[config.mk]
export PLATFORM = sky130hd
export DESIGN_NAME = quadtree_root_ctrl
export DESIGN_NICKNAME = d
export VERILOG_FILES = /design/src/rtl/router_pkg.sv /design/src/rtl/fifo_sync.sv /design/src/rtl/quadtree_root_ctrl.sv
export SDC_FILE = /design/constraint.sdc
export NUM_CORES = 1
export LEC_CHECK = 0
export CAP_MARGIN = 20
export CELL_PAD_IN_SITES_DETAIL_PLACEMENT = 0
export CELL_PAD_IN_SITES_GLOBAL_PLACEMENT = 1
export CORE_MARGIN = 2
export CORE_UTILIZATION = 45
export DETAILED_ROUTE_END_ITERATION = 10
export PLACE_DENSITY = 0.92
export SETUP_SLACK_MARGIN = 0.3
export SLEW_MARGIN = 20
export SYNTH_ARGS = -nofsm -noshare
export SYNTH_HDL_FRONTEND = slang
export SYNTH_SLANG_ARGS = --single-unit
[constraint.sdc]
create_clock -name clk -period 7.9 [get_ports clk]
set_clock_uncertainty 0.1 [all_clocks]
set_input_delay 1.58 -clock clk [delete_from_list [all_inputs] [get_ports clk]]
set_output_delay 1.58 -clock clk [all_outputs]
set_load 0.02 [all_outputs]
[src/rtl/router_pkg.sv]
// Shared router encoding: flit info codes, field offsets, START address and
// the root controller's FSM state type.
package router_pkg;

    localparam logic [3:0] INFO_CONFIG   = 4'h1;
    localparam logic [3:0] INFO_READ     = 4'h2;
    localparam logic [3:0] INFO_CALC     = 4'h3;
    localparam logic [3:0] INFO_FIN_BC   = 4'h4;
    localparam logic [3:0] INFO_FIN_CP   = 4'h5;

    // Host write to this address (all-ones, truncated to ADDR_W) starts a run.
    localparam logic [63:0] START_ADDR = '1;

    typedef enum logic [2:0] {
        ST_IDLE,
        ST_FIN_BC,
        ST_WAIT_BC,
        ST_FIN_CP,
        ST_WAIT_CP
    } root_state_e;

    function automatic int flit_info_lsb(input int addr_w, input int data_w);
        return addr_w + data_w;
    endfunction

    function automatic int flit_addr_lsb(input int data_w);
        return data_w;
    endfunction

endpackage

[src/rtl/fifo_sync.sv]
// Single-clock show-ahead FIFO; dout is the head entry whenever !empty.
module fifo_sync #(
    parameter int BIT_WIDTH  = 8,
    parameter int FIFO_DEPTH = 4
) (
    input  logic                 clk,
    input  logic                 rst,
    input  logic                 push,
    input  logic [BIT_WIDTH-1:0] din,
    input  logic                 pop,
    output logic [BIT_WIDTH-1:0] dout,
    output logic                 empty
);
    localparam int AW = $clog2(FIFO_DEPTH);

    logic [BIT_WIDTH-1:0] mem_q [FIFO_DEPTH];
    logic [AW:0]          wr_ptr_q, wr_ptr_d, rd_ptr_q, rd_ptr_d;
    logic                 full, do_push, do_pop;

    assign empty = wr_ptr_q == rd_ptr_q;
    assign full  = (wr_ptr_q[AW-1:0] == rd_ptr_q[AW-1:0]) && (wr_ptr_q[AW] != rd_ptr_q[AW]);
    assign dout  = mem_q[rd_ptr_q[AW-1:0]];

    always_comb begin
        do_push  = push && !full;
        do_pop   = pop && !empty;
        wr_ptr_d = wr_ptr_q + (AW+1)'(do_push);
        rd_ptr_d = rd_ptr_q + (AW+1)'(do_pop);
    end

    always_ff @(posedge clk or posedge rst) begin
        if (rst) begin
            wr_ptr_q <= '0;
            rd_ptr_q <= '0;
        end else begin
            wr_ptr_q <= wr_ptr_d;
            rd_ptr_q <= rd_ptr_d;
        end
    end

    always_ff @(posedge clk) begin
        if (do_push) mem_q[wr_ptr_q[AW-1:0]] <= din;
    end

endmodule

[src/rtl/quadtree_root_ctrl.sv]
// Root LOCAL-port controller: host requests -> CONFIG/READ/CALC flits, per-layer
// FIN phase tracking, credit flow both ways and a held read-return stage.
module quadtree_root_ctrl
    import router_pkg::*;
#(
    parameter int NUM_PE     = 64,
    parameter int INFO_W     = 4,
    parameter int ADDR_W     = 16,
    parameter int DATA_W     = 16,
    parameter int RD_ADDR_W  = 12,
    parameter int FIFO_DEPTH = 4,
    parameter int LAYER_W    = 4
) (
    input  logic                        clk,
    input  logic                        rst,
    input  logic                        write_en,
    input  logic [ADDR_W-1:0]           write_addr,
    input  logic [DATA_W-1:0]           write_data,
    output logic                        write_rdy,
    input  logic                        read_en,
    input  logic [ADDR_W-1:0]           read_addr,
    output logic                        read_rdy,
    output logic                        read_data_vld,
    output logic [RD_ADDR_W+DATA_W-1:0] read_data,
    input  logic                        read_data_rdy,
    input  logic                        in_data_valid,
    input  logic [INFO_W+ADDR_W+DATA_W-1:0] in_data,
    output logic                        upstream_credit,
    output logic                        out_data_valid,
    output logic [INFO_W+ADDR_W+DATA_W-1:0] out_data,
    input  logic                        downstream_credit,
    output logic                        busy,
    output logic [LAYER_W-1:0]          layer_idx,
    output logic                        interrupt,
    output logic                        irq_status,
    input  logic                        irq_clr,
    input  logic                        abort
);
    localparam int FW       = INFO_W + ADDR_W + DATA_W;
    localparam int RW       = RD_ADDR_W + DATA_W;
    localparam int PW       = $clog2(NUM_PE);
    localparam int CW       = $clog2(FIFO_DEPTH + 1);
    localparam int OW       = $clog2(2 * FIFO_DEPTH + 1);
    localparam int INFO_LSB = flit_info_lsb(ADDR_W, DATA_W);
    localparam int ADDR_LSB = flit_addr_lsb(DATA_W);

    root_state_e          state_q, state_d;
    logic [PW-1:0]        pe_cnt_q, pe_cnt_d;
    logic [LAYER_W-1:0]   layer_idx_q, layer_idx_d, layer_no_q, layer_no_d, last_layer;
    logic [CW-1:0]        credit_q, credit_d;
    logic [OW-1:0]        owed_q, owed_d;
    logic                 rdy_q, rdy_d, irq_q, irq_d, irq_sts_q, irq_sts_d, up_q, up_d;
    logic                 rd_vld_q, rd_vld_d;
    logic [RW-1:0]        rd_data_q, rd_data_d;
    logic                 emit, cp_done, has_credit, wr_acc, rd_acc;
    logic [FW-1:0]        flit;
    logic [INFO_W-1:0]    in_info;
    logic                 in_read, in_fin_bc, in_fin_cp;
    logic                 fifo_pop, fifo_empty;
    logic [RW-1:0]        fifo_dout;
    logic                 unused_in;

    function automatic logic [FW-1:0] mk_flit(input logic [3:0] code,
                                               input logic [ADDR_W-1:0] a,
                                               input logic [DATA_W-1:0] d);
        return {INFO_W'(code), a, d};
    endfunction

    assign in_info    = in_data[INFO_LSB +: INFO_W];
    assign in_read    = in_data_valid && (in_info == INFO_W'(INFO_READ));
    assign in_fin_bc  = in_data_valid && (in_info == INFO_W'(INFO_FIN_BC));
    assign in_fin_cp  = in_data_valid && (in_info == INFO_W'(INFO_FIN_CP));
    assign unused_in  = ^in_data;
    assign has_credit = credit_q != '0;
    // Write wins: read_rdy is masked combinationally by a pending write.
    assign wr_acc     = write_en && rdy_q;
    assign rd_acc     = read_en && rdy_q && !write_en;
    assign last_layer = (layer_no_q == '0) ? '0 : layer_no_q - 1'b1;

    always_comb begin
        state_d     = state_q;
        pe_cnt_d    = pe_cnt_q;
        layer_idx_d = layer_idx_q;
        layer_no_d  = layer_no_q;
        emit        = 1'b0;
        cp_done     = 1'b0;
        flit        = '0;
        irq_d       = 1'b0;
        case (state_q)
            ST_IDLE: begin
                if (wr_acc) begin
                    emit = 1'b1;
                    if (write_addr == ADDR_W'(START_ADDR)) begin
                        flit        = mk_flit(INFO_CALC, '0, '0);
                        layer_idx_d = '0;
                        pe_cnt_d    = '0;
                        state_d     = ST_FIN_BC;
                    end else begin
                        flit = mk_flit(INFO_CONFIG, write_addr, write_data);
                        if (write_addr == '0) layer_no_d = write_data[LAYER_W-1:0];
                    end
                end else if (rd_acc) begin
                    emit = 1'b1;
                    flit = mk_flit(INFO_READ, read_addr, '0);
                end
            end
            ST_FIN_BC: begin
                if (in_fin_bc) begin
                    if (pe_cnt_q == PW'(NUM_PE - 1)) begin
                        pe_cnt_d = '0;
                        if (has_credit) begin
                            emit    = 1'b1;
                            flit    = mk_flit(INFO_FIN_BC, '0, '0);
                            state_d = ST_FIN_CP;
                        end else begin
                            state_d = ST_WAIT_BC;
                        end
                    end else begin
                        pe_cnt_d = pe_cnt_q + 1'b1;
                    end
                end
            end
            ST_WAIT_BC: begin
                if (has_credit) begin
                    emit    = 1'b1;
                    flit    = mk_flit(INFO_FIN_BC, '0, '0);
                    state_d = ST_FIN_CP;
                end
            end
            ST_FIN_CP: begin
                if (in_fin_cp) begin
                    if (pe_cnt_q == PW'(NUM_PE - 1)) begin
                        pe_cnt_d = '0;
                        if (has_credit) cp_done = 1'b1;
                        else            state_d = ST_WAIT_CP;
                    end else begin
                        pe_cnt_d = pe_cnt_q + 1'b1;
                    end
                end
            end
            ST_WAIT_CP: cp_done = has_credit;
            default:    state_d = ST_IDLE;
        endcase
        if (cp_done) begin
            emit = 1'b1;
            flit = mk_flit(INFO_FIN_CP, '0, '0);
            if (layer_idx_q == last_layer) begin
                state_d = ST_IDLE;
                irq_d   = 1'b1;
            end else begin
                layer_idx_d = layer_idx_q + 1'b1;
                state_d     = ST_FIN_BC;
            end
        end
        // Abort drops the run silently; credit bookkeeping is left intact.
        if (abort && state_q != ST_IDLE) begin
            state_d     = ST_IDLE;
            pe_cnt_d    = '0;
            layer_idx_d = '0;
            emit        = 1'b0;
            flit        = '0;
            irq_d       = 1'b0;
        end
    end

    // READ return credits are withheld until the FIFO pops, so it cannot overflow.
    always_comb begin
        fifo_pop  = !fifo_empty && (!rd_vld_q || read_data_rdy);
        rd_vld_d  = rd_vld_q;
        rd_data_d = rd_data_q;
        if (fifo_pop) begin
            rd_vld_d  = 1'b1;
            rd_data_d = fifo_dout;
        end else if (read_data_rdy) begin
            rd_vld_d  = 1'b0;
        end
        credit_d  = credit_q - CW'(emit) + CW'(downstream_credit);
        rdy_d     = (credit_d != '0) && (state_d == ST_IDLE);
        owed_d    = owed_q + OW'(in_data_valid && !in_read) + OW'(fifo_pop) - OW'(owed_q != '0);
        up_d      = owed_q != '0;
        irq_sts_d = irq_q || (irq_sts_q && !irq_clr);
    end

    always_ff @(posedge clk or posedge rst) begin
        if (rst) begin
            state_q     <= ST_IDLE;
            pe_cnt_q    <= '0;
            layer_idx_q <= '0;
            layer_no_q  <= '0;
            credit_q    <= CW'(FIFO_DEPTH);
            owed_q      <= '0;
            rdy_q       <= 1'b0;
            irq_q       <= 1'b0;
            irq_sts_q   <= 1'b0;
            up_q        <= 1'b0;
            rd_vld_q    <= 1'b0;
            rd_data_q   <= '0;
        end else begin
            state_q     <= state_d;
            pe_cnt_q    <= pe_cnt_d;
            layer_idx_q <= layer_idx_d;
            layer_no_q  <= layer_no_d;
            credit_q    <= credit_d;
            owed_q      <= owed_d;
            rdy_q       <= rdy_d;
            irq_q       <= irq_d;
            irq_sts_q   <= irq_sts_d;
            up_q        <= up_d;
            rd_vld_q    <= rd_vld_d;
            rd_data_q   <= rd_data_d;
        end
    end

    fifo_sync #(
        .BIT_WIDTH (RW),
        .FIFO_DEPTH(FIFO_DEPTH)
    ) u_ret_fifo (
        .clk  (clk),
        .rst  (rst),
        .push (in_read),
        .din  ({in_data[ADDR_LSB +: RD_ADDR_W], in_data[DATA_W-1:0]}),
        .pop  (fifo_pop),
        .dout (fifo_dout),
        .empty(fifo_empty)
    );

    assign write_rdy       = rdy_q;
    assign read_rdy        = rdy_q && !write_en;
    assign out_data_valid  = emit;
    assign out_data        = flit;
    assign upstream_credit = up_q;
    assign read_data_vld   = rd_vld_q;
    assign read_data       = rd_data_q;
    assign busy            = state_q != ST_IDLE;
    assign layer_idx       = layer_idx_q;
    assign interrupt       = irq_q;
    assign irq_status      = irq_sts_q;

endmodule

==> metrics.csv <==
stage;metric;value;unit
status;status;finished clean;
worst_setup_path;critical path endpoint category;output pin;
worst_setup_path;cell count of the worst reg-to-reg path;15;
clocking;CTS tree;yes;
placement;half-perimeter wire length of the detailed placement result;11.09;mm
power;power spent charging and discharging nets;1054;uW
placement;RePlAce Congestion;0.9666;
worst_setup_path;internal reg-to-reg setup slack;4.22;ns
clocking;CTS-repair resized insts;0;
worst_setup_path;WP data required;6.22;ns
timing;setup repair after global routing missed its margin;false;
worst_setup_path;Worst Path Class, Setup;in2out;
grt;vias in the first global route;5118;
worst_setup_path;reg-to-reg startpoint;pe_cnt_q[0]$_DFFE_PP0P_;
worst_hold_path;worst hold start;irq_status$_DFF_PP0_;
finish;synth-to-layout area growth;32.42;%
clocking;Num CTS Buffers;17;
yosys;net count after synthesis;614;
die;Placement Rows;47;
power;Sw Share;0.3316;
finish;Final Instance Area;10070;sq um
grt;largest net degree at the start of global routing;64;
yosys;adder-cell share of the synthesized area;0.02897;
clocking;Post-CTS Setup Inserts;0;
power;Clk network pwr share;0.251;
power;worst-case vdd ir drop;0.3750;mV
yosys;compound-cell area share of the yosys netlist;0.04937;
clocking;hold buffers post-CTS;0;
run;# Max-Cap Violations;0;
finish;Ant. Diodes;0;
clocking;Clock transition at path regs;0.07;ns
power;Flop pwr share;0.395;
die;die area;17950;sq um
timing;number of setup violations in the final report;0;
die;die boundary width;134.0;um
yosys;mapped cell area;7602;sq um
worst_setup_path;crit path launch type;primary input;
placement;Place WS;2.094;ns
timing;post-route fraction of the period consumed by the critical path;0.7296;
die;Core Region;16520;sq um
clocking;buffer type at the clock tree root;clkbuf_16;
detailed_routing;count of antenna-violating nets left after detailed routing;0;
yosys;number of enable-type register cells in the synthesized netlist;112;
clocking;H-tree depth reported by CTS;4;
die;overall die height;134.0;um
yosys;share of synthesized area spent on multiplexers;0.1330;
yosys;top cell types by occurrence after synthesis;edfxtp_1 (112), dfrtp_1 (62), nand2_1 (47), mux2_2 (32), mux4_2 (28);
worst_setup_path;R2R Path End;write_rdy$_DFF_PP0_;
worst_setup_path;arrival time at the worst endpoint;4.08;ns
detailed_routing;DRT Wirelength;16.70;mm
yosys;most repeated cell in the gate-level netlist after synthesis;edfxtp_1;
timing;Max Slew Vio Count;0;
clocking;source-to-sink clock delay at the later pin of the worst-skew pair;0.42;ns
timing;smallest hold slack;0.3810;ns
yosys;Synth Instances;506;
power;leakage component of the power;0.003735;uW
yosys;top area cells in the synthesized netlist;edfxtp_1 (44%), dfrtp_1 (20%), mux4_2 (8.3%);
yosys;sequential area share after synthesis;0.6499;
yosys;distinct cell type count after synthesis;59;
yosys;portion of synthesized cell area occupied by the leading cell type;0.4424;
finish;FILL cells;1241;
detailed_routing;length of the first detailed-routing pass in iterations;5;
worst_setup_path;crit-path max cell delay;0.60;ns
finish;combined flip-flop and latch cell area;4945;sq um
yosys;Synth Register Bits;175;
timing;setup_tns;0;ns
worst_hold_path;Hold Path Depth;1;
clocking;CTS sink cnt;175;
timing;setup slack after layout;2.136;ns
finish;footprint of the multi-input gates;2516;sq um
worst_hold_path;Hold Path Sink;irq_status$_DFF_PP0_;
worst_setup_path;Buffers & Inverters on Critical Path;2;
clocking;buffer depth of the longest clock path;2;
worst_setup_path;cell-by-cell listing of the critical path;clkdlybuf4s50_1 > and2_2 > nand2_1 > nor2_1 > and2_1 > clkdlybuf4s50_1;
timing;slew margin rel.;0.3779;
timing;transition time at the pin with the least slew margin;0.9291;ns
worst_hold_path;kind of path behind the tightest hold check;reg2reg;
timing;peak clock frequency supported by timing;0.1735;GHz
yosys;post-synthesis xor/xnor area fraction;0.01498;
grt;global-route wire length before repair;26.41;mm
worst_setup_path;Critical Path Fanout Max;20;
die;starting density of the core;0.4601;
placement;number of port buffers;163;
grt;antenna violations before repair;0;
worst_setup_path;Most common cell on crit path;clkdlybuf4s50_1;
finish;fraction of layout cells with a size suffix above 1;0.1727;
detailed_routing;detail-routed net length per standard cell;18.37;um
detailed_routing;Post-route DRC;0;
detailed_routing;via count;4897;
power;cell area power density;315.8;nW/um^2
yosys;dominant combinational cell family by area after synthesis;multiplexers;
finish;number of nets in the layout;784;
yosys;basic-gate share of the synthesized area counting and, or, nand and nor cells;0.1006;
yosys;number of warnings reported in the yosys synthesis log;0;
die;I/O pin count;169;
detailed_routing;post-DR vias/cell;5.387;
power;total internal power;2125;uW
yosys;library cell with the largest summed area after synthesis;edfxtp_1;
yosys;async set or reset register ratio after synthesis;0.3600;
worst_setup_path;standard cell with the maximum stage delay on the critical path;clkdlybuf4s50_1;
timing;time the worst path needs with I/O delays and setup;5.764;ns
grt;total grt overflow;0;
placement;cell area after placement;9483;sq um
yosys;Avg Inst Size Synth;15.02;sq um
worst_setup_path;family with the most delay on the worst path;simple AND/OR/NAND/NOR gates;
yosys;primary flip-flop cell chosen by synthesis mapping;edfxtp_1;
detailed_routing;first-iteration detailed-routing DRC count;283;
grt;Total GRT Usage;0.1922;
timing;number of endpoints with negative hold slack in the final report;0;
power;Comb power frac;0.354;
-- cell usage in the layout, fill, tap and decap left out, types with 5 or more instances in the layout --
master | Yosys | final
and2_1 | 19 | 19
mux4_2 | 28 | 28
clkbuf_16 | 0 | 17
a21oi_1 | 25 | 24
nand2_1 | 47 | 47
o21ai_0 | 12 | 12
mux2_2 | 32 | 32
nand2b_1 | 7 | 7
inv_6 | 0 | 5
nor3_1 | 9 | 9
a21o_1 | 6 | 6
nor4_1 | 5 | 5
inv_1 | 19 | 18
nand3_1 | 10 | 10
dfrtp_1 | 62 | 61
xor2_1 | 7 | 7
xnor2_1 | 6 | 6
edfxtp_1 | 112 | 112
nor2_1 | 12 | 10
clkdlybuf4s50_1 | 0 | 163
ha_1 | 12 | 12
nand4_1 | 5 | 5
and3_1 | 5 | 5
buf_4 | 1 | 7
-- power by group through the flow --
stage,Clock (uW),Sequential [uW],Combinational (uW)
6_report,798,1260,1130
5_1_grt,847,1280,1220
4_1_cts,812,1260,1140
3_5_place_dp,0,1270,1130
3_3_place_gp,0,1270,1100
2_1_floorplan,0,1300,660
-- kinds of logic (layout without fill, tap and decap cells) --
family,Yosys count,in the layout
flip-flops,175,175
other,1,1
adder cells (fa/ha/maj),16,16
multiplexers,62,62
buffers and inverters,38,221
AO/OA/AOI/OAI,61,61
XOR/XNOR,13,13
AND/OR/NAND/NOR,140,140
-- worst max-delay path by stage --
stage / start / depth (start not counted) / end / slack, ns
2_1_floorplan: in_data[32] / 4 / u_ret_fifo.mem_q[0][0]$_DFFE_PP_ / 2.99
3_3_place_gp: write_addr[9] / 7 / out_data[21] / 2.12
3_5_place_dp: write_addr[9] / 7 / out_data[21] / 2.09
4_1_cts: write_addr[9] / 7 / out_data[21] / 2.09
5_1_grt: write_en / 6 / out_data[8] / 1.94
6_report: write_en / 6 / out_data[6] / 2.14
-- area by class of cell --
class,instances,share of cell area
flip-flops and latches,175,0.4912
multi-input cells,293,0.2499
repair buffers,170,0.1673
clock buffers,17,0.04226
well taps,220,0.02734
clock inverters,15,0.01491
inverters,19,0.007084
-- flip-flops by register name (all words and copies together) (netlist names), 3 cells and up --
register and count:
read_data 28, u_ret_fifo.wr_ptr_q 3, layer_idx 4, layer_no_q 4
state_q 3, credit_q 3, pe_cnt_q 6, owed_q 4
u_ret_fifo.rd_ptr_q 3, u_ret_fifo.mem_q 112
-- stage by stage --
| stage | util | total power, uW | instances |
|---|---|---|---|
| after floorplan | - | 1965 | 506 |
| after global placement | 0.5739 | 2362 | 877 |
| after detailed placement | 0.5739 | 2402 | 877 |
| after CTS | 0.6087 | 3210 | 909 |
| after global routing | 0.6092 | 3351 | 909 |
| final | 0.6092 | 3179 | 909 |
-- metal layers --
| metal | track usage | routed length, um | vias to the layer above |
|---|---|---|---|
| met4 | 0.06206 | 239 | 0 |
| li1 | - | - | 2252 |
| met2 | 0.3419 | 8521 | 215 |
| met5 | 0 | 0 | - |
| met1 | 0.2200 | 6581 | 2408 |
| met3 | 0.06236 | 1359 | 22 |
-- worst reg2reg max path, stage by stage, from the launching register on --
cell	delay [ns]
dfrtp_1	0.42
ha_1	0.25
and4_1	0.23
and3_1	0.22
o21a_1	0.11
a211oi_1	0.21
nor3_1	0.11
o21bai_1	0.24
ha_1	0.31
inv_1	0.04
ha_1	0.18
fa_1	0.38
xnor2_1	0.19
xnor2_1	0.16
nor3_1	0.07
nor4b_1	0.34
Note: power is estimated with default switching activity, not from simulation.
